## src/rtl/alu_muldiv_if.sv

```systemverilog
// alu_muldiv_if: start/busy/done handshake and operand/result bus of the multiply/divide unit
interface alu_muldiv_if #(
  parameter int DATA_WIDTH = 32,
  parameter int OPCODE_LENGTH = 3
);
  logic start;
  logic flush;
  logic [OPCODE_LENGTH-1:0] Operation;
  logic [DATA_WIDTH-1:0] SrcA;
  logic [DATA_WIDTH-1:0] SrcB;
  logic busy;
  logic done;
  logic [DATA_WIDTH-1:0] Result;
  modport master (output start, flush, Operation, SrcA, SrcB, input busy, done, Result);
  modport slave (input start, flush, Operation, SrcA, SrcB, output busy, done, Result);
endinterface

```

## src/rtl/alu_muldiv.sv

```systemverilog
// alu_muldiv: iterative RV32M multiply/divide unit, one result bit per clock
module alu_muldiv #(
  parameter int DATA_WIDTH = 32,
  parameter int OPCODE_LENGTH = 3
) (
  input logic clk,
  input logic reset,
  alu_muldiv_if.slave bus
);
  localparam int W = DATA_WIDTH;
  localparam int CW = $clog2(W + 1);
  typedef enum logic [1:0] {IDLE, CALC, FIX} state_t;
  state_t state, state_n;
  logic [OPCODE_LENGTH-1:0] op;
  logic [CW-1:0] cnt;
  logic [W-1:0] m, result, abs_a, abs_b, quo, rem, sel;
  logic [2*W-1:0] acc, acc_n, prod;
  logic [W:0] sum, sh;
  logic [W+1:0] diff;
  logic na, nb, done, accept, is_div, sgn_a, sgn_b, neg_a, neg_b, div0, ovf, special;
  assign accept = state == IDLE && bus.start && !bus.flush;
  assign is_div = bus.Operation[2];
  assign sgn_a = is_div ? !bus.Operation[0] : bus.Operation[1:0] != 2'b11;
  assign sgn_b = is_div ? !bus.Operation[0] : !bus.Operation[1];
  assign neg_a = sgn_a && bus.SrcA[W-1];
  assign neg_b = sgn_b && bus.SrcB[W-1];
  assign abs_a = neg_a ? -bus.SrcA : bus.SrcA;
  assign abs_b = neg_b ? -bus.SrcB : bus.SrcB;
  assign div0 = is_div && bus.SrcB == '0;
  assign ovf = is_div && !bus.Operation[0] && bus.SrcA == {1'b1, {(W-1){1'b0}}} && &bus.SrcB;
  assign special = div0 || ovf;
  assign bus.busy = state != IDLE;
  assign bus.done = done;
  assign bus.Result = result;
  // state register
  always_ff @(posedge clk or negedge reset)
    if (!reset) state <= IDLE;
    else state <= state_n;
  // next state: flush always wins, special divides skip the iteration
  always_comb begin
    state_n = state;
    if (bus.flush) state_n = IDLE;
    else if (state == IDLE) state_n = bus.start ? (special ? FIX : CALC) : IDLE;
    else if (state == CALC) state_n = cnt == CW'(1) ? FIX : CALC;
    else state_n = IDLE;
  end
  // one shift-add / restoring-divide step on acc, plus sign fix-up and result select
  always_comb begin
    sum = {1'b0, acc[2*W-1:W]} + {1'b0, m};
    sh = acc[2*W-1:W-1];
    diff = {1'b0, sh} - {2'b0, m};
    acc_n = op[2] ? (diff[W+1] ? {sh[W-1:0], acc[W-2:0], 1'b0} : {diff[W-1:0], acc[W-2:0], 1'b1})
                  : {acc[0] ? sum : {1'b0, acc[2*W-1:W]}, acc[W-1:1]};
    prod = na ^ nb ? -acc : acc;
    quo = na ^ nb ? -acc[W-1:0] : acc[W-1:0];
    rem = na ? -acc[2*W-1:W] : acc[2*W-1:W];
    sel = op[2] ? (op[1] ? rem : quo) : op[1:0] == 2'b00 ? prod[W-1:0] : prod[2*W-1:W];
  end
  // operand latch, iteration registers, result and done pulse
  always_ff @(posedge clk or negedge reset) begin
    if (!reset) begin
      op <= '0;
      cnt <= '0;
      m <= '0;
      acc <= '0;
      na <= 1'b0;
      nb <= 1'b0;
      done <= 1'b0;
      result <= '0;
    end else begin
      done <= state == FIX && !bus.flush;
      if (accept) begin
        op <= bus.Operation;
        na <= neg_a && !special;
        nb <= neg_b && !special;
        cnt <= CW'(W);
        m <= is_div ? abs_b : abs_a;
        acc <= div0 ? {bus.SrcA, {W{1'b1}}} : ovf ? {{W{1'b0}}, bus.SrcA} : {{W{1'b0}}, is_div ? abs_a : abs_b};
      end else if (state == CALC) begin
        cnt <= cnt - CW'(1);
        acc <= acc_n;
      end
      if (state == FIX && !bus.flush) result <= sel;
    end
  end
endmodule

```

## src/flat_wrapper.sv

```systemverilog
// flat-port wrapper written by rule: the top's interface ports become plain ports
module alu_muldiv_flat 
#(
  parameter int DATA_WIDTH = 32,
  parameter int OPCODE_LENGTH = 3
)
  (clk, reset, bus_start, bus_flush, bus_Operation, bus_SrcA, bus_SrcB, bus_busy, bus_done, bus_Result);
  alu_muldiv_if #(.DATA_WIDTH(DATA_WIDTH), .OPCODE_LENGTH(OPCODE_LENGTH)) bus_i ();
  input logic clk;
  input logic reset;
  input wire logic [$bits(bus_i.start)-1:0] bus_start;
  input wire logic [$bits(bus_i.flush)-1:0] bus_flush;
  input wire logic [$bits(bus_i.Operation)-1:0] bus_Operation;
  input wire logic [$bits(bus_i.SrcA)-1:0] bus_SrcA;
  input wire logic [$bits(bus_i.SrcB)-1:0] bus_SrcB;
  output wire logic [$bits(bus_i.busy)-1:0] bus_busy;
  output wire logic [$bits(bus_i.done)-1:0] bus_done;
  output wire logic [$bits(bus_i.Result)-1:0] bus_Result;
  assign bus_i.start = bus_start;
  assign bus_i.flush = bus_flush;
  assign bus_i.Operation = bus_Operation;
  assign bus_i.SrcA = bus_SrcA;
  assign bus_i.SrcB = bus_SrcB;
  assign bus_busy = bus_i.busy;
  assign bus_done = bus_i.done;
  assign bus_Result = bus_i.Result;
  alu_muldiv #(.DATA_WIDTH(DATA_WIDTH), .OPCODE_LENGTH(OPCODE_LENGTH)) u_core (.clk(clk), .reset(reset), .bus(bus_i));
endmodule
```

## config.mk

```make
export PLATFORM = sky130hd
export DESIGN_NAME = alu_muldiv_flat
export DESIGN_NICKNAME = d
export VERILOG_FILES = /design/src/rtl/alu_muldiv_if.sv /design/src/rtl/alu_muldiv.sv /design/src/flat_wrapper.sv
export SDC_FILE = /design/constraint.sdc
export NUM_CORES = 1
export LEC_CHECK = 0
export ABC_AREA = 1
export CAP_MARGIN = 30
export CORE_AREA = 3 3 126 250
export DETAILED_ROUTE_END_ITERATION = 6
export DIE_AREA = 0 0 129 253
export HOLD_SLACK_MARGIN = 0.06
export PLACE_DENSITY_LB_ADDON = 0.15
export SETUP_SLACK_MARGIN = 0.2
export SLEW_MARGIN = 10
export SYNTH_ARGS = -nofsm -noshare
export SYNTH_HDL_FRONTEND = slang
export SYNTH_SLANG_ARGS = --single-unit
```

## constraint.sdc

```tcl
create_clock -name clk -period 3.1 [get_ports clk]
set_input_delay 0.31 -clock clk [delete_from_list [all_inputs] [get_ports clk]]
set_output_delay 0.31 -clock clk [all_outputs]
set_load 0.02 [all_outputs]
```

==> results of run 1 <==
## repair_timing
item / CTS
endpoints found under the hold margin: 71
hold buffers: 1
buffers inserted: 0
## cell usage after synthesis, types with 44 or more instances
cell / instances
o211ai_1: 51
inv_1: 431
a21oi_1: 181
ha_1: 71
clkbuf_1: 77
dfrtp_1: 142
nand2_1: 1147
xor2_1: 74
o21ai_0: 138
nand3_1: 325
nor2_1: 322
o21ai_1: 44
## kinds of logic after synthesis
logic type / synth area share
DFF: 0.190
and+or+nand+nor: 0.434
adders and majority gates: 0.0497
xor gates and xnor gates: 0.0454
buffers and inverters: 0.123
AOI/OAI and AO/OA: 0.157
## through the flow
stage          hold slack (ps)   util
2_1_floorplan             14.4      -
3_3_place_gp               382  0.687
3_5_place_dp               396  0.687
4_1_cts                    468  0.708
## layer usage
metal  overflow  global-route usage
met5          0              0.0774
met4         55               0.677
met3          1               0.388
met2         40               0.845
met1          0               0.629
==> impl_metrics.py, run 1 <==
metrics = {
    "place": {
        "placed_cell_area_um2": 20400,
        "gp_congestion": 1.26,
        "dp_hpwl_um": 72000,
        "port_buffers": 104,
        "dp.cells": 3771,
        "place_ws_ps": 231,
    },
    "floorplan": {
        "io_pins": 105,
        "die_x_um": 129,
        "rows": 89,
        "dieHeight_um": 253,
        "start_util": 0.631,
    },
    "synth": {
        "synth_edf_count": 0,
        "synth.area.top_cells": "nand2_1 (23%), dfrtp_1 (19%), nand3_1 (8.7%), inv_1 (8.7%), nor2_1 (6.5%)",
        "syn-instance-count": 3336,
        "syn_nets": 3480,
        "seq_area_frac_synth": 0.190,
        "yosys_most_used_dff": "dfrtp_1",
        "synth_top_area_cell": "nand2_1",
        "ys_seq_elements": 142,
        "synthDistinctLibCells": 51,
        "avgSynthCellArea_um2": 5.60,
        "synthArstFlopShare": 1.00,
        "synth.top_cell.area_share": 0.230,
        "yosys_warnings": 0,
        "synthesis.area_um2": 18700,
    },
    "clocking": {
        "clockBufferDepth": 2,
        "clock-sinks": 142,
        "cts_resized": 0,
        "clock_tree.root_cell": "clkbuf_16",
        "ctsHtreeMaxLevel": 4,
        "cts_buffers": 17,
    },
    "global_routing": {
        "track_usage": 0.634,
        "grt_max_degree": 84,
        "grt_overflow_total": 96,
        "grt_pass1_wl_um": 157000,
        "grt_pass1_vias": 24800,
    },
    "run_status": {
        "stop_stage": "5_1_grt",
        "status": "aborted with a tool error",
        "stop_error": "[ERROR GRT-0116] Global routing finished with congestion. Check the congestion regions in the DRC Viewer.",
    },
}
==> run 2, diff against run 1 <==
--- a/config.mk
+++ b/config.mk
@@ -7,12 +7,10 @@
 export LEC_CHECK = 0
 export ABC_AREA = 1
 export CAP_MARGIN = 30
-export CORE_AREA = 3 3 126 250
+export CORE_AREA = 3 3 221 223
 export DETAILED_ROUTE_END_ITERATION = 6
-export DIE_AREA = 0 0 129 253
-export HOLD_SLACK_MARGIN = 0.06
+export DIE_AREA = 0 0 224 226
 export PLACE_DENSITY_LB_ADDON = 0.15
-export SETUP_SLACK_MARGIN = 0.2
 export SLEW_MARGIN = 10
 export SYNTH_ARGS = -nofsm -noshare
 export SYNTH_HDL_FRONTEND = slang
==> run 2 against run 1 <==
The run now ends clean. Synthesized area did not move. Synthesized cell count did not move.
==> impl_metrics.py, run 2 <==
metrics = {
    "synth": {
        "syn-instance-count": 3336,
        "synthesis.area_um2": 18700,
        "synth.top_cell.area_share": 0.230,
        "synthArstFlopShare": 1.00,
        "avgSynthCellArea_um2": 5.60,
        "yosys_most_used_dff": "dfrtp_1",
        "seq_area_frac_synth": 0.190,
        "synthDistinctLibCells": 51,
        "synth.area.top_cells": "nand2_1 (23%), dfrtp_1 (19%), nand3_1 (8.7%), inv_1 (8.7%), nor2_1 (6.5%)",
        "synth_top_area_cell": "nand2_1",
        "synth.most_common_cell": "nand2_1",
        "syn_nets": 3480,
        "synth_edf_count": 0,
        "yosys_warnings": 0,
        "ys_seq_elements": 142,
        "synth_common_cells": "nand2_1 (1147), inv_1 (431), nand3_1 (325)",
    },
    "sta": {
        "hold_violations": 0,
        "setup_tns_ps": 0,
        "fmax_mhz": 339,
        "slew_viol_final": 0,
        "fin_crit_sh": 0.951,
        "worst_pin_slew_ps": 902,
        "slew_headroom": 0.397,
        "rsz0062_at_grt": "false",
        "layout_setup_ws_ps": 152,
        "finalCriticalPeriod_ps": 2950,
        "finalClockSkew_ps": 15.3,
        "setup_viol": 0,
    },
    "drt": {
        "drc": 0,
        "routedWlPerCell_um": 23.4,
        "routed_wl_um": 95500,
        "drt-pass1-iter-count": 7,
        "drtIter0Drc": 3006,
        "via_count": 23200,
        "vias_per_cell": 5.70,
        "drtAntennaViolNets": 0,
    },
    "clocking": {
        "ctsHtreeMaxLevel": 4,
        "clk_pin_slew_worst_paths_ps": 80,
        "clock-sinks": 142,
        "clockBufferDepth": 2,
        "cts_tree": "done",
        "clock_tree.root_cell": "clkbuf_16",
        "cts_buffers": 17,
        "postCtsSetupBuffers": 0,
        "clk_latency_ps": 490,
    },
    "global_routing": {
        "antenna_found_initial": 0,
        "track_usage": 0.369,
        "grt_pass1_vias": 21000,
        "grt_pass1_wl_um": 138000,
        "grt_overflow_total": 0,
        "grt_max_degree": 63,
    },
    "place": {
        "dp.cells": 4043,
        "gp_congestion": 1.06,
        "place_ws_ps": 169,
        "port_buffers": 104,
        "placed_cell_area_um2": 20900,
        "dp_hpwl_um": 77900,
    },
    "final_layout": {
        "finalNetCount": 3600,
        "mostFrequentLayoutCells": "nand2_1 (1147), inv_1 (431), nand3_1 (324), nor2_1 (321), a21oi_1 (181)",
        "stdcell_area_um2": 21500,
        "finalNonFillerCells": 4076,
        "final_common_cell": "nand2_1",
        "area_growth_pct": 15.3,
        "diodes": 0,
        "drive_above_1_share": 0.0764,
        "largest-register": "u_core.acc",
        "largest_register_ff_count": 64,
    },
    "power_and_ir_drop": {
        "p_leak_nw": 11.1,
        "powerDensity_nw_per_um2": 1010,
        "vdd_ir_drop_max_mv": 0.490,
    },
    "critical_path": {
        "rrSetupSlack_ps": 150,
        "r2r_cells": 14,
        "cp_data_required_time_ps": 3470,
        "startpoint_type": "flop",
        "r2r_end": "u_core.acc[45]",
        "path_max_fanout": 6,
        "endpoint_kind": "flop",
        "worstPathArrival_ps": 3320,
        "critPathKind": "flop to flop",
        "reg2reg_from": "u_core.acc[32]",
    },
    "floorplan": {
        "rows": 79,
        "io_pins": 105,
        "die_x_um": 224,
        "die_area_um2": 50600,
        "start_util": 0.400,
        "core_um2": 46800,
        "dieHeight_um": 226,
    },
    "run": {
        "maxCapViolations": 0,
    },
    "min_path": {
        "holdCritPathClass": "input port to async pin",
    },
    "run_status": {
        "status": "finished clean",
    },
}
run 2: cell counts after synthesis:
Identical to the previous run, type by type.
run 2: what timing repair did:
| action | 4_1_cts | 5_1_grt |
|---|---|---|
| setup endpoints to repair | 0 | 7 |
| hold buffers | 1 | 0 |
| resized for setup | 0 | 2 |
| hold endpoints to repair | 58 | 0 |
run 2: cell type report:
type                       instances  area, um2
clock inverter                    15        196
fill                            5177      25200
multi-input combinational       2613      12800
clock buffer                      17        425
timing repair buffer             224       2030
sequential                       142       3560
tap                              607        759
inverter                         458       1720
run 2: worst max path at each step:
stage / slack [ps] / from / endpoint
after floorplan: 790 / u_core.acc[0] / u_core.bus.Result[26]
after detailed placement: 170 / bus_SrcA[1] / u_core.acc[17]
after global routing: 10 / u_core.acc[32] / u_core.acc[53]
after CTS: 190 / u_core.acc[31] / u_core.acc[62]
after global placement: 170 / u_core.acc[31] / u_core.acc[62]
final: 150 / u_core.acc[32] / u_core.acc[45]
run 2: per-layer routing:
metal  global-route usage  share of wire  wire length, um
met2                0.530           0.40            38400
met3               0.0970           0.12            11100
met1                0.520           0.43            41400
met5                    0              0                0
met4                0.157          0.049             4680
run 2: critical path: stages (launching register included):
cell and delay [ps]:
dfrtp_1 530, ha_1 310, fa_1 510, nand3_1 130, nand3_1 200, nand2_1 120
nand2_1 100, nand2_1 110, nand2_1 110, nand2_1 80, nand3_1 90, a21oi_1 230
nand2_1 170, nand2_1 90, nand2_1 40
run 2: through the flow:
step                hold slack (ps)  total power [mW]  utilization
finish                          416              21.8        0.461
global route                    456              23.3        0.461
global placement                371              19.0        0.447
CTS                             402              21.3        0.461
floorplan                      14.4              13.0            -
detailed placement              371              19.0        0.447
run 2: cell families (layout without fill, tap and decap cells):
logic type | after synthesis | after routing | synth area share
simple gates | 1937 | 1937 | 0.434
xor+xnor | 97 | 97 | 0.0454
buf+inv | 581 | 714 | 0.123
compound gates | 506 | 506 | 0.157
flops | 142 | 142 | 0.190
fa+ha+maj | 73 | 73 | 0.0497
run 2: power breakdown:
part / leakage, nW / internal [mW] / switching [mW]
clock: 0.300 / 1.10 / 1.11
combinational: 9.03 / 5.11 / 11.0
sequential: 1.78 / 2.49 / 0.935
No activity file was read; power rests on OpenSTA's default activity.
==> run 3, diff against run 2 <==
--- a/config.mk
+++ b/config.mk
@@ -7,10 +7,13 @@
 export LEC_CHECK = 0
 export ABC_AREA = 1
 export CAP_MARGIN = 30
-export CORE_AREA = 3 3 221 223
+export CELL_PAD_IN_SITES_DETAIL_PLACEMENT = 0
+export CELL_PAD_IN_SITES_GLOBAL_PLACEMENT = 1
+export CORE_AREA = 3 3 254 256
 export DETAILED_ROUTE_END_ITERATION = 6
-export DIE_AREA = 0 0 224 226
+export DIE_AREA = 0 0 257 259
 export PLACE_DENSITY_LB_ADDON = 0.15
+export SKIP_LAST_GASP = 1
 export SLEW_MARGIN = 10
 export SYNTH_ARGS = -nofsm -noshare
 export SYNTH_HDL_FRONTEND = slang
==> run 3 against run 2 <==
Cell count is 6.2% higher. Clock skew is 17 ps higher. Maximum frequency is 2.4% higher. Core utilization is 11 points lower. First-iteration DRC count is 20% lower. Register-to-register slack better by 70 ps. Final area is 1.7% higher. Critical path depth is 1 higher. Global-route usage is 6.7 points lower. Routed wire length is 7.2% higher. Highest routed layer unchanged.
==> impl_metrics.py, run 3 (same netlist as run 2, synthesis figures left out) <==
metrics = {
    "critical_path": {
        "reg2reg_from": "u_core.m[2]",
        "crit_path_cell_trace": "ha_1, nand3_1, nand3_1, nand2_1, nand2_1, nand2_1, nand2_1, nand2_1, nand2_1, nand2_1, nand3_1, a21oi_1, nand2_1, nand2_1, nand2_1",
        "rrSetupSlack_ps": 220,
        "cp_data_required_time_ps": 3490,
        "path_max_fanout": 4,
        "cp_slowest_cell": "dfrtp_1",
        "worstPathArrival_ps": 3270,
        "critPathKind": "flop to flop",
        "endpoint_kind": "flop",
        "r2r_cells": 15,
        "worst-path-buf-inv": 0,
        "r2r_end": "u_core.acc[52]",
        "crit_path_max_incr_delay_ps": 470,
        "critPathTopFamily": "simple AND/OR/NAND/NOR gates",
        "cp_num_cells": 15,
        "startpoint_type": "flop",
        "worst_path_most_repeated_cell": "nand2_1",
    },
    "floorplan": {
        "die_area_um2": 66600,
        "die_x_um": 257,
        "start_util": 0.298,
        "core_um2": 62700,
        "io_pins": 105,
        "dieHeight_um": 259,
        "rows": 92,
    },
    "sta": {
        "slew_viol_final": 0,
        "setup_viol": 0,
        "fmax_mhz": 347,
        "worst_pin_slew_ps": 800,
        "hold_violations": 0,
        "finalClockSkew_ps": 32.6,
        "fin_crit_sh": 0.929,
        "rsz0062_at_grt": "false",
        "slew_headroom": 0.461,
        "finalCriticalPeriod_ps": 2880,
    },
    "run_status": {
        "status": "finished clean",
    },
    "clocking": {
        "clk_latency_ps": 510,
        "cts_tree": "done",
        "postCtsSetupBuffers": 0,
        "clock-sinks": 142,
        "cts_buffers": 17,
        "clk_pin_slew_worst_paths_ps": 100,
        "ctsHtreeMaxLevel": 4,
        "clock_tree.root_cell": "clkbuf_16",
        "clockBufferDepth": 2,
    },
    "drt": {
        "routed_wl_um": 102000,
        "vias_per_cell": 5.29,
        "via_count": 22900,
        "drtAntennaViolNets": 0,
        "routedWlPerCell_um": 23.7,
        "drc": 0,
        "drtIter0Drc": 2405,
        "drt-pass1-iter-count": 5,
    },
    "final_layout": {
        "n_fill_cell": 7183,
        "diodes": 0,
        "regArea_um2": 3560,
        "finalNetCount": 3612,
        "stdcell_area_um2": 21900,
        "area_growth_pct": 17.2,
        "multiInputGateArea_um2": 12800,
        "largest_register_ff_count": 64,
        "mostFrequentLayoutCells": "nand2_1 (1147), inv_1 (431), nand3_1 (324), nor2_1 (321), a21oi_1 (181)",
        "final_common_cell": "nand2_1",
        "fin_util": 0.349,
        "drive_above_1_share": 0.0793,
        "largest-register": "u_core.acc",
    },
    "place": {
        "gp_congestion": 0.980,
        "port_buffers": 104,
        "placed_cell_area_um2": 21300,
        "dp_hpwl_um": 83500,
    },
    "power_and_ir_drop": {
        "p_leak_nw": 11.2,
        "powerDensity_nw_per_um2": 999,
        "vdd_ir_drop_max_mv": 0.622,
    },
    "global_routing": {
        "grt_overflow_total": 0,
        "grt_max_degree": 88,
        "grt_pass1_wl_um": 148000,
        "antenna_found_initial": 1,
        "track_usage": 0.302,
        "grt_pass1_vias": 21300,
    },
    "min_path": {
        "holdCritPathClass": "input port to async pin",
    },
    "run": {
        "maxCapViolations": 0,
    },
}
-- run 3: cell count changes in the layout (fill, tap and decap cells not counted), moves of 2 or more --
cell        before  now
clkinv_8         7    3
clkinvlp_4       0    2
inv_8            5    2
clkinv_4         3    0
inv_6            0    6
buf_4          112  124
-- run 3: through the flow --
stage	hold WS (ps)	setup slack, ps	TNS (ps)	cells	power (mW)
2_1_floorplan	14.4	785	0	3336	13.0
3_5_place_dp	369	-147	-274	4294	19.2
3_3_place_gp	368	-145	-290	4294	19.3
5_1_grt	424	40.9	0	4327	23.5
6_report	366	221	0	4327	21.9
4_1_cts	384	95.5	0	4327	21.6
-- run 3: power breakdown --
part           switching [mW]  total (mW)  internal, mW
combinational            11.0        16.0          5.06
sequential               1.08        3.57          2.49
clock                    1.13        2.28          1.15
total                    13.2        21.9          8.70
-- run 3: area by class of cell --
cell class / count / share of cell area
sequential: 142 / 0.162
clock buffer: 18 / 0.0196
tap: 846 / 0.0483
clock inverter: 14 / 0.00771
timing repair buffer: 236 / 0.0969
inverter: 458 / 0.0786
multi-input combinational: 2613 / 0.586
-- run 3: worst max path at each step --
| stage | start | end | slack, ps |
|---|---|---|---|
| 2_1_floorplan | u_core.acc[0] | u_core.bus.Result[26] | 790 |
| 3_3_place_gp | bus_SrcA[1] | u_core.acc[24] | -140 |
| 3_5_place_dp | bus_SrcA[1] | u_core.acc[24] | -150 |
| 4_1_cts | u_core.acc[31] | u_core.acc[54] | 100 |
| 5_1_grt | u_core.acc[35] | u_core.acc[54] | 40 |
| 6_report | u_core.m[2] | u_core.acc[52] | 220 |
-- run 3: metal layers --
| metal | routed length, um | vias to the layer above | global-route usage |
|---|---|---|---|
| li1 | - | 10900 | - |
| met3 | 7710 | 105 | 0.0397 |
| met4 | 3110 | 0 | 0.0987 |
| met1 | 48200 | 10800 | 0.443 |
| met2 | 43400 | 1027 | 0.454 |
| met5 | 0 | - | 0 |
-- run 3: timing repair --
item                                   in CTS  in global routing
hold buffers                                1                  0
endpoints found under the hold margin      62                  0
resized for setup                           0                  2
setup endpoints to repair                   0                  6
